**src/rtl/sof_frame_generator.sv**
```systemverilog
// sof_frame_generator: host start-of-frame engine. Runs the frame timer and
// frame number, and sends a full-speed SOF token or a low-speed keep-alive each frame.
`default_nettype none

module sof_frame_generator #(
  parameter int         TIMER_WIDTH    = 16,
  parameter int         FRAME_PERIOD   = 48000,
  parameter int         GUARD_CLKS     = 1500,
  parameter logic [7:0] CNTL_PKT_START = 8'h01,
  parameter logic [7:0] CNTL_PKT_DATA  = 8'h02,
  parameter logic [7:0] CNTL_PKT_STOP  = 8'h03,
  parameter logic [7:0] CNTL_LS_EOP    = 8'h04
) (
  input  logic                   clk,
  input  logic                   rst,
  input  logic                   SOFEnable,
  input  logic                   FullSpeedMode,
  input  logic                   SOFTimerClr,
  input  logic                   HCTxPortGnt,
  input  logic                   HCTxPortRdy,
  output logic                   HCTxPortReq,
  output logic                   HCTxPortWEn,
  output logic [7:0]             HCTxPortData,
  output logic [7:0]             HCTxPortCntl,
  output logic [TIMER_WIDTH-1:0] SOFTimer,
  output logic [10:0]            FrameNum,
  output logic                   SOFSent,
  output logic                   SOFGuard,
  output logic                   SOFOverrun
);

  typedef enum logic [2:0] {
    IDLE      = 3'd0,
    WAIT_TICK = 3'd1,
    WAIT_GNT  = 3'd2,
    WAIT_RDY  = 3'd3,
    WR        = 3'd4,
    CLR_WEN   = 3'd5,
    DONE      = 3'd6
  } stateT;

  localparam logic [TIMER_WIDTH-1:0] TIMER_LAST  = TIMER_WIDTH'(FRAME_PERIOD - 1);
  localparam logic [TIMER_WIDTH-1:0] GUARD_START = TIMER_WIDTH'(FRAME_PERIOD - GUARD_CLKS);

  stateT                  state, stateNext;
  logic [TIMER_WIDTH-1:0] timerNext;
  logic [10:0]            frameNumNext;
  logic [10:0]            frameLatched, frameLatchedNext;
  logic                   fsLatched, fsLatchedNext;
  logic [1:0]             byteIdx, byteIdxNext;
  logic                   reqNext, wenNext, sentNext, overrunNext;
  logic [7:0]             dataNext, cntlNext;
  logic                   tick, lastByte;
  logic [4:0]             crcBits;

  // Register form of the USB CRC5, bit-reversed so crc5[0] is sent first.
  function automatic logic [4:0] crc5(input logic [10:0] value);
    logic [4:0] lfsr;
    logic [4:0] inv;
    lfsr = 5'h1F;
    for (int i = 0; i < 11; i++) begin
      if (value[i] ^ lfsr[4]) lfsr = {lfsr[3:0], 1'b0} ^ 5'b00101;
      else                    lfsr = {lfsr[3:0], 1'b0};
    end
    inv = ~lfsr;
    return {inv[0], inv[1], inv[2], inv[3], inv[4]};
  endfunction

  assign crcBits  = crc5(frameLatched);
  assign tick     = SOFEnable && !SOFTimerClr && (state != IDLE) && (SOFTimer == TIMER_LAST);
  assign lastByte = fsLatched ? (byteIdx == 2'd2) : 1'b1;

  always_comb begin
    timerNext = SOFTimer;
    if (SOFTimerClr || !SOFEnable) timerNext = '0;
    else if (state == IDLE)        timerNext = SOFTimer;
    else if (tick)                 timerNext = '0;
    else                           timerNext = SOFTimer + TIMER_WIDTH'(1);
  end

  always_comb begin
    stateNext        = state;
    reqNext          = HCTxPortReq;
    wenNext          = 1'b0;
    dataNext         = HCTxPortData;
    cntlNext         = HCTxPortCntl;
    sentNext         = 1'b0;
    byteIdxNext      = byteIdx;
    fsLatchedNext    = fsLatched;
    frameLatchedNext = frameLatched;
    frameNumNext     = FrameNum;
    overrunNext      = tick && (state inside {WAIT_GNT, WAIT_RDY, WR, CLR_WEN});

    unique case (state)
      IDLE: begin
        if (SOFEnable) begin
          stateNext     = WAIT_GNT;
          reqNext       = 1'b1;
          fsLatchedNext = FullSpeedMode;
          byteIdxNext   = 2'd0;
        end
      end
      WAIT_TICK: begin
        if (!SOFEnable) begin
          stateNext = IDLE;
        end else if (tick) begin
          stateNext     = WAIT_GNT;
          reqNext       = 1'b1;
          fsLatchedNext = FullSpeedMode;
          byteIdxNext   = 2'd0;
        end
      end
      WAIT_GNT: begin
        if (HCTxPortGnt) begin
          stateNext        = WAIT_RDY;
          frameLatchedNext = FrameNum;
        end
      end
      WAIT_RDY: begin
        if (HCTxPortRdy) begin
          stateNext = WR;
          wenNext   = 1'b1;
          if (!fsLatched) begin
            dataNext = 8'h00;
            cntlNext = CNTL_LS_EOP;
          end else begin
            unique case (byteIdx)
              2'd0:    begin dataNext = 8'hA5;                        cntlNext = CNTL_PKT_START; end
              2'd1:    begin dataNext = frameLatched[7:0];            cntlNext = CNTL_PKT_DATA;  end
              default: begin dataNext = {crcBits, frameLatched[10:8]}; cntlNext = CNTL_PKT_STOP;  end
            endcase
          end
        end
      end
      WR: stateNext = CLR_WEN;
      CLR_WEN: begin
        if (!lastByte) begin
          stateNext   = WAIT_RDY;
          byteIdxNext = byteIdx + 2'd1;
        end else begin
          stateNext    = DONE;
          reqNext      = 1'b0;
          sentNext     = 1'b1;
          frameNumNext = FrameNum + 11'd1;
        end
      end
      DONE:    stateNext = SOFEnable ? WAIT_TICK : IDLE;
      default: stateNext = IDLE;
    endcase

    if (SOFTimerClr) frameNumNext = '0;
  end

  always_ff @(posedge clk or negedge rst) begin
    if (!rst) begin
      state        <= IDLE;
      SOFTimer     <= '0;
      FrameNum     <= '0;
      HCTxPortReq  <= 1'b0;
      HCTxPortWEn  <= 1'b0;
      HCTxPortData <= 8'h00;
      HCTxPortCntl <= 8'h00;
      SOFSent      <= 1'b0;
      SOFGuard     <= 1'b0;
      SOFOverrun   <= 1'b0;
      byteIdx      <= 2'd0;
      fsLatched    <= 1'b0;
      frameLatched <= '0;
    end else begin
      state        <= stateNext;
      SOFTimer     <= timerNext;
      FrameNum     <= frameNumNext;
      HCTxPortReq  <= reqNext;
      HCTxPortWEn  <= wenNext;
      HCTxPortData <= dataNext;
      HCTxPortCntl <= cntlNext;
      SOFSent      <= sentNext;
      SOFGuard     <= (timerNext >= GUARD_START);
      SOFOverrun   <= overrunNext;
      byteIdx      <= byteIdxNext;
      fsLatched    <= fsLatchedNext;
      frameLatched <= frameLatchedNext;
    end
  end

endmodule

`default_nettype wire

```
**config.mk**
```make
export PLATFORM = sky130hd
export DESIGN_NAME = sof_frame_generator
export DESIGN_NICKNAME = d
export VERILOG_FILES = /design/src/rtl/sof_frame_generator.sv
export SDC_FILE = /design/constraint.sdc
export NUM_CORES = 1
export LEC_CHECK = 0
export ABC_AREA = 1
export BUFFER_PORTS_ARGS = -buffer_cell sky130_fd_sc_hd__clkbuf_2
export CAP_MARGIN = 20
export CORE_UTILIZATION = 55
export CTS_CLUSTER_DIAMETER = 80
export DETAILED_ROUTE_END_ITERATION = 6
export PLACE_DENSITY = 0.84
export SKIP_CTS_REPAIR_TIMING = 1
export SYNTH_ARGS = -nofsm -noshare
export SYNTH_HDL_FRONTEND = slang
export SYNTH_SLANG_ARGS = --single-unit
```
**constraint.sdc**
```tcl
create_clock -name clk -period 2.05 [get_ports clk]
set_input_delay 0.41 -clock clk [delete_from_list [all_inputs] [get_ports clk]]
set_output_delay 0.41 -clock clk [all_outputs]
set_load 0.05 [all_outputs]
```
==> results.sh <==
export IMPL_fmax_mhz=538
export IMPL_rows=28
export IMPL_cp_arrival_ns=2.10
export IMPL_port_buffers=49
export IMPL_synthesis_area_um2=3370
export IMPL_crit_family="simple AND/OR/NAND/NOR gates"
export IMPL_slew_viol_final=0
export IMPL_grt_pass1_vias=2767
export IMPL_drcViolationCount=0
export IMPL_synth_ff_type="dfrtp_1"
export IMPL_rr_worst_depth=10
export IMPL_start_util_pct=57.0
export IMPL_r2r_end="FrameNum[6]$_DFFE_PN0P_"
export IMPL_drt_first_pass_iters=5
export IMPL_synth_edf_count=0
export IMPL_die_area_um2=6450
export IMPL_hold_class="in -> async"
export IMPL_async_flop_share_pct=100
export IMPL_dp_hpwl_mm=5.42
export IMPL_area_growth_pct=16.7
export IMPL_core_area_um2=5920
export IMPL_syn_avg_cell_area_um2=8.01
export IMPL_die_h_um=80.3
export IMPL_drv_cap=0
export IMPL_grt_max_degree=34
export IMPL_clockRootBuffer="clkbuf_8"
export IMPL_antenna_cells=0
export IMPL_antenna_left=0
export IMPL_startpoint="byteIdx[0]$_DFFE_PN0P_"
export IMPL_path_clk_slew_ns=0.07
export IMPL_synth_cells=421
export IMPL_htree_levels=3
export IMPL_ys_seq_area_share_pct=44.5
export IMPL_powerDensity_nw_per_um2=1010
export IMPL_viasPerCell=5.22
export IMPL_reg2reg_from="byteIdx[0]$_DFFE_PN0P_"
export IMPL_skew_ns=0.00606
export IMPL_layout_nets=494
export IMPL_cp_start_kind="flop"
export IMPL_io_pins=55
export IMPL_leakagePower_nw=2.04
export IMPL_cts_buffers=9
export IMPL_antenna_found_initial=0
export IMPL_ir_drop_uv=793
export IMPL_hold_viol=0
export IMPL_hold_ws_ns=0.00156
export IMPL_status="completed"
export IMPL_setup_slack_ns=0.191
export IMPL_yosysMostFrequentCell="nand2_1"
export IMPL_cp_end_kind="flop"
export IMPL_synth_common_cells="nand2_1, inv_1, dfrtp_1"
export IMPL_final_layout_size_suffix_gt1_share_pct=22.4
export IMPL_crit_slowest_cell="dfrtp_1"
export IMPL_dp_slack_ns=0.126
export IMPL_dpl_instance_area_um2=3710
export IMPL_ys_seq_elements=60
export IMPL_routed_wirelength_mm=7.23
export IMPL_grt_overflow_total=0
export IMPL_grt_pass1_wl_mm=12.1
export IMPL_gp_congestion=0.934
export IMPL_power_mw=3.96
export IMPL_crit_type="reg -> reg"
export IMPL_setup_viol=0
export IMPL_ys_warn_count=0
export IMPL_stdcell_area_um2=3940
export IMPL_yosys_top_cells_area="dfrtp_1, nand2_1, inv_1"
export IMPL_dr_total_vias=2928
export IMPL_min_period_ns=1.86
export IMPL_critical_path_endpoint="FrameNum[6]$_DFFE_PN0P_"
export IMPL_crit_buf_inv=1
export IMPL_critical_path_required_ns=2.30
export IMPL_cp_cell_sequence="inv_1 -> ha_1 -> nor2_1 -> nor2_4 -> nand2_1 -> nor2_2 -> nand3_1 -> nor2_2 -> o21ai_1 -> a21oi_1"
export IMPL_reg2reg_slack_ns=0.19
export IMPL_critPathMaxFanout=5
export IMPL_cts_path_max_buffers=2
export IMPL_clkSinkCount=60
export IMPL_clk_latency_ns=0.33
export IMPL_cts_tree="yes"
export IMPL_synthDominantCellAreaShare_pct=44.5
export IMPL_cp_depth=10
export IMPL_drt_iter0_drc=177
export IMPL_track_usage_pct=24.8
export IMPL_dieWidth_um=80.3
export IMPL_crit_top_cell="nor2_2"
export IMPL_wl_per_cell_um=12.9
export IMPL_critPathMaxStageDelay_ns=0.45
export IMPL_period_share_pct=90.7
export IMPL_yosysTopAreaCell="dfrtp_1"
export IMPL_synth_cell_types=41
-- registers in the layout, indices dropped and copies added (netlist names) --
signal	cells
HCTxPortWEn	1
fsLatched	1
SOFSent	1
byteIdx	2
HCTxPortReq	1
SOFTimer	16
SOFGuard	1
FrameNum	11
frameLatched	11
HCTxPortCntl	3
state	3
HCTxPortData	8
SOFOverrun	1
-- report_power, final --
| part | switching, mW | internal [mW] |
|---|---|---|
| sequential | 0.123 | 1.33 |
| combinational | 0.956 | 0.380 |
| clock | 0.483 | 0.679 |
| total | 1.56 | 2.39 |
-- layout by cell type, fill, tap and decap left out, types with 3 or more instances in the layout --
cell type,synthesis,routed
nor2_1,45,45
inv_1,63,63
xor2_1,11,11
buf_4,5,4
clkinv_2,0,3
inv_2,4,4
o21ai_0,28,28
xnor2_1,8,8
conb_1,1,5
dfrtp_1,60,58
a31oi_1,4,4
nor3_2,3,3
nor2_2,4,4
nand3_2,3,3
nand2_2,6,5
a21oi_1,12,12
or2_2,3,3
nand3_1,19,19
nand2_1,94,94
clkbuf_2,0,49
nand4_1,4,4
o21ai_1,4,4
ha_1,6,6
nor3_1,7,7
nor2_4,4,4
clkbuf_8,0,9
-- routing by layer --
metal | track usage (%) | vias up | wire, um | part of all wire (%)
met1 | 33.1 | 1363 | 3260 | 45
met3 | 5.91 | 7 | 461 | 6.4
met5 | 0 | - | 0 | 0
met4 | 8.93 | 0 | 72 | 1.0
li1 | - | 1446 | - | -
met2 | 39.2 | 112 | 3440 | 48
-- worst min path at each step --
stage | start | end | slack (ns) | cells past startpoint
finish | rst | HCTxPortData[1]$_DFFE_PN0P_ | 0.002 | 1
global route | rst | HCTxPortData[7]$_DFFE_PN0P_ | 0.01 | 1
CTS | rst | HCTxPortData[7]$_DFFE_PN0P_ | 0.009 | 1
detailed placement | rst | HCTxPortData[1]$_DFFE_PN0P_ | 0.37 | 1
global placement | rst | HCTxPortData[1]$_DFFE_PN0P_ | 0.36 | 1
floorplan | rst | FrameNum[0]$_DFFE_PN0P_ | 0.11 | 0
-- metrics by stage --
stage	std cells	setup TNS (ns)	util [%]
2_1_floorplan	425	0	-
3_3_place_gp	545	0	62.7
3_5_place_dp	545	0	62.7
4_1_cts	561	0	66.4
5_1_grt	561	-0.000127	66.5
6_report	561	0	66.5
-- logic make-up after synthesis --
logic type | share of synthesized area, %
simple gates | 28.4
other cells | 0.111
buf+inv | 9.38
fa+ha+maj | 2.23
flops | 44.5
compound gates | 9.79
xor+xnor | 4.93
mux | 0.668
-- final cells by class --
| type | count | area [um^2] |
|---|---|---|
| Inverter | 67 | 251 |
| Timing Repair Buffer | 54 | 295 |
| Fill cell | 472 | 1990 |
| Clock inverter | 7 | 91.3 |
| Sequential cell | 60 | 1500 |
| Clock buffer | 9 | 124 |
| Tap cell | 75 | 93.8 |
| Multi-Input combinational cell | 289 | 1580 |
Power figures use the tool's default switching activity.
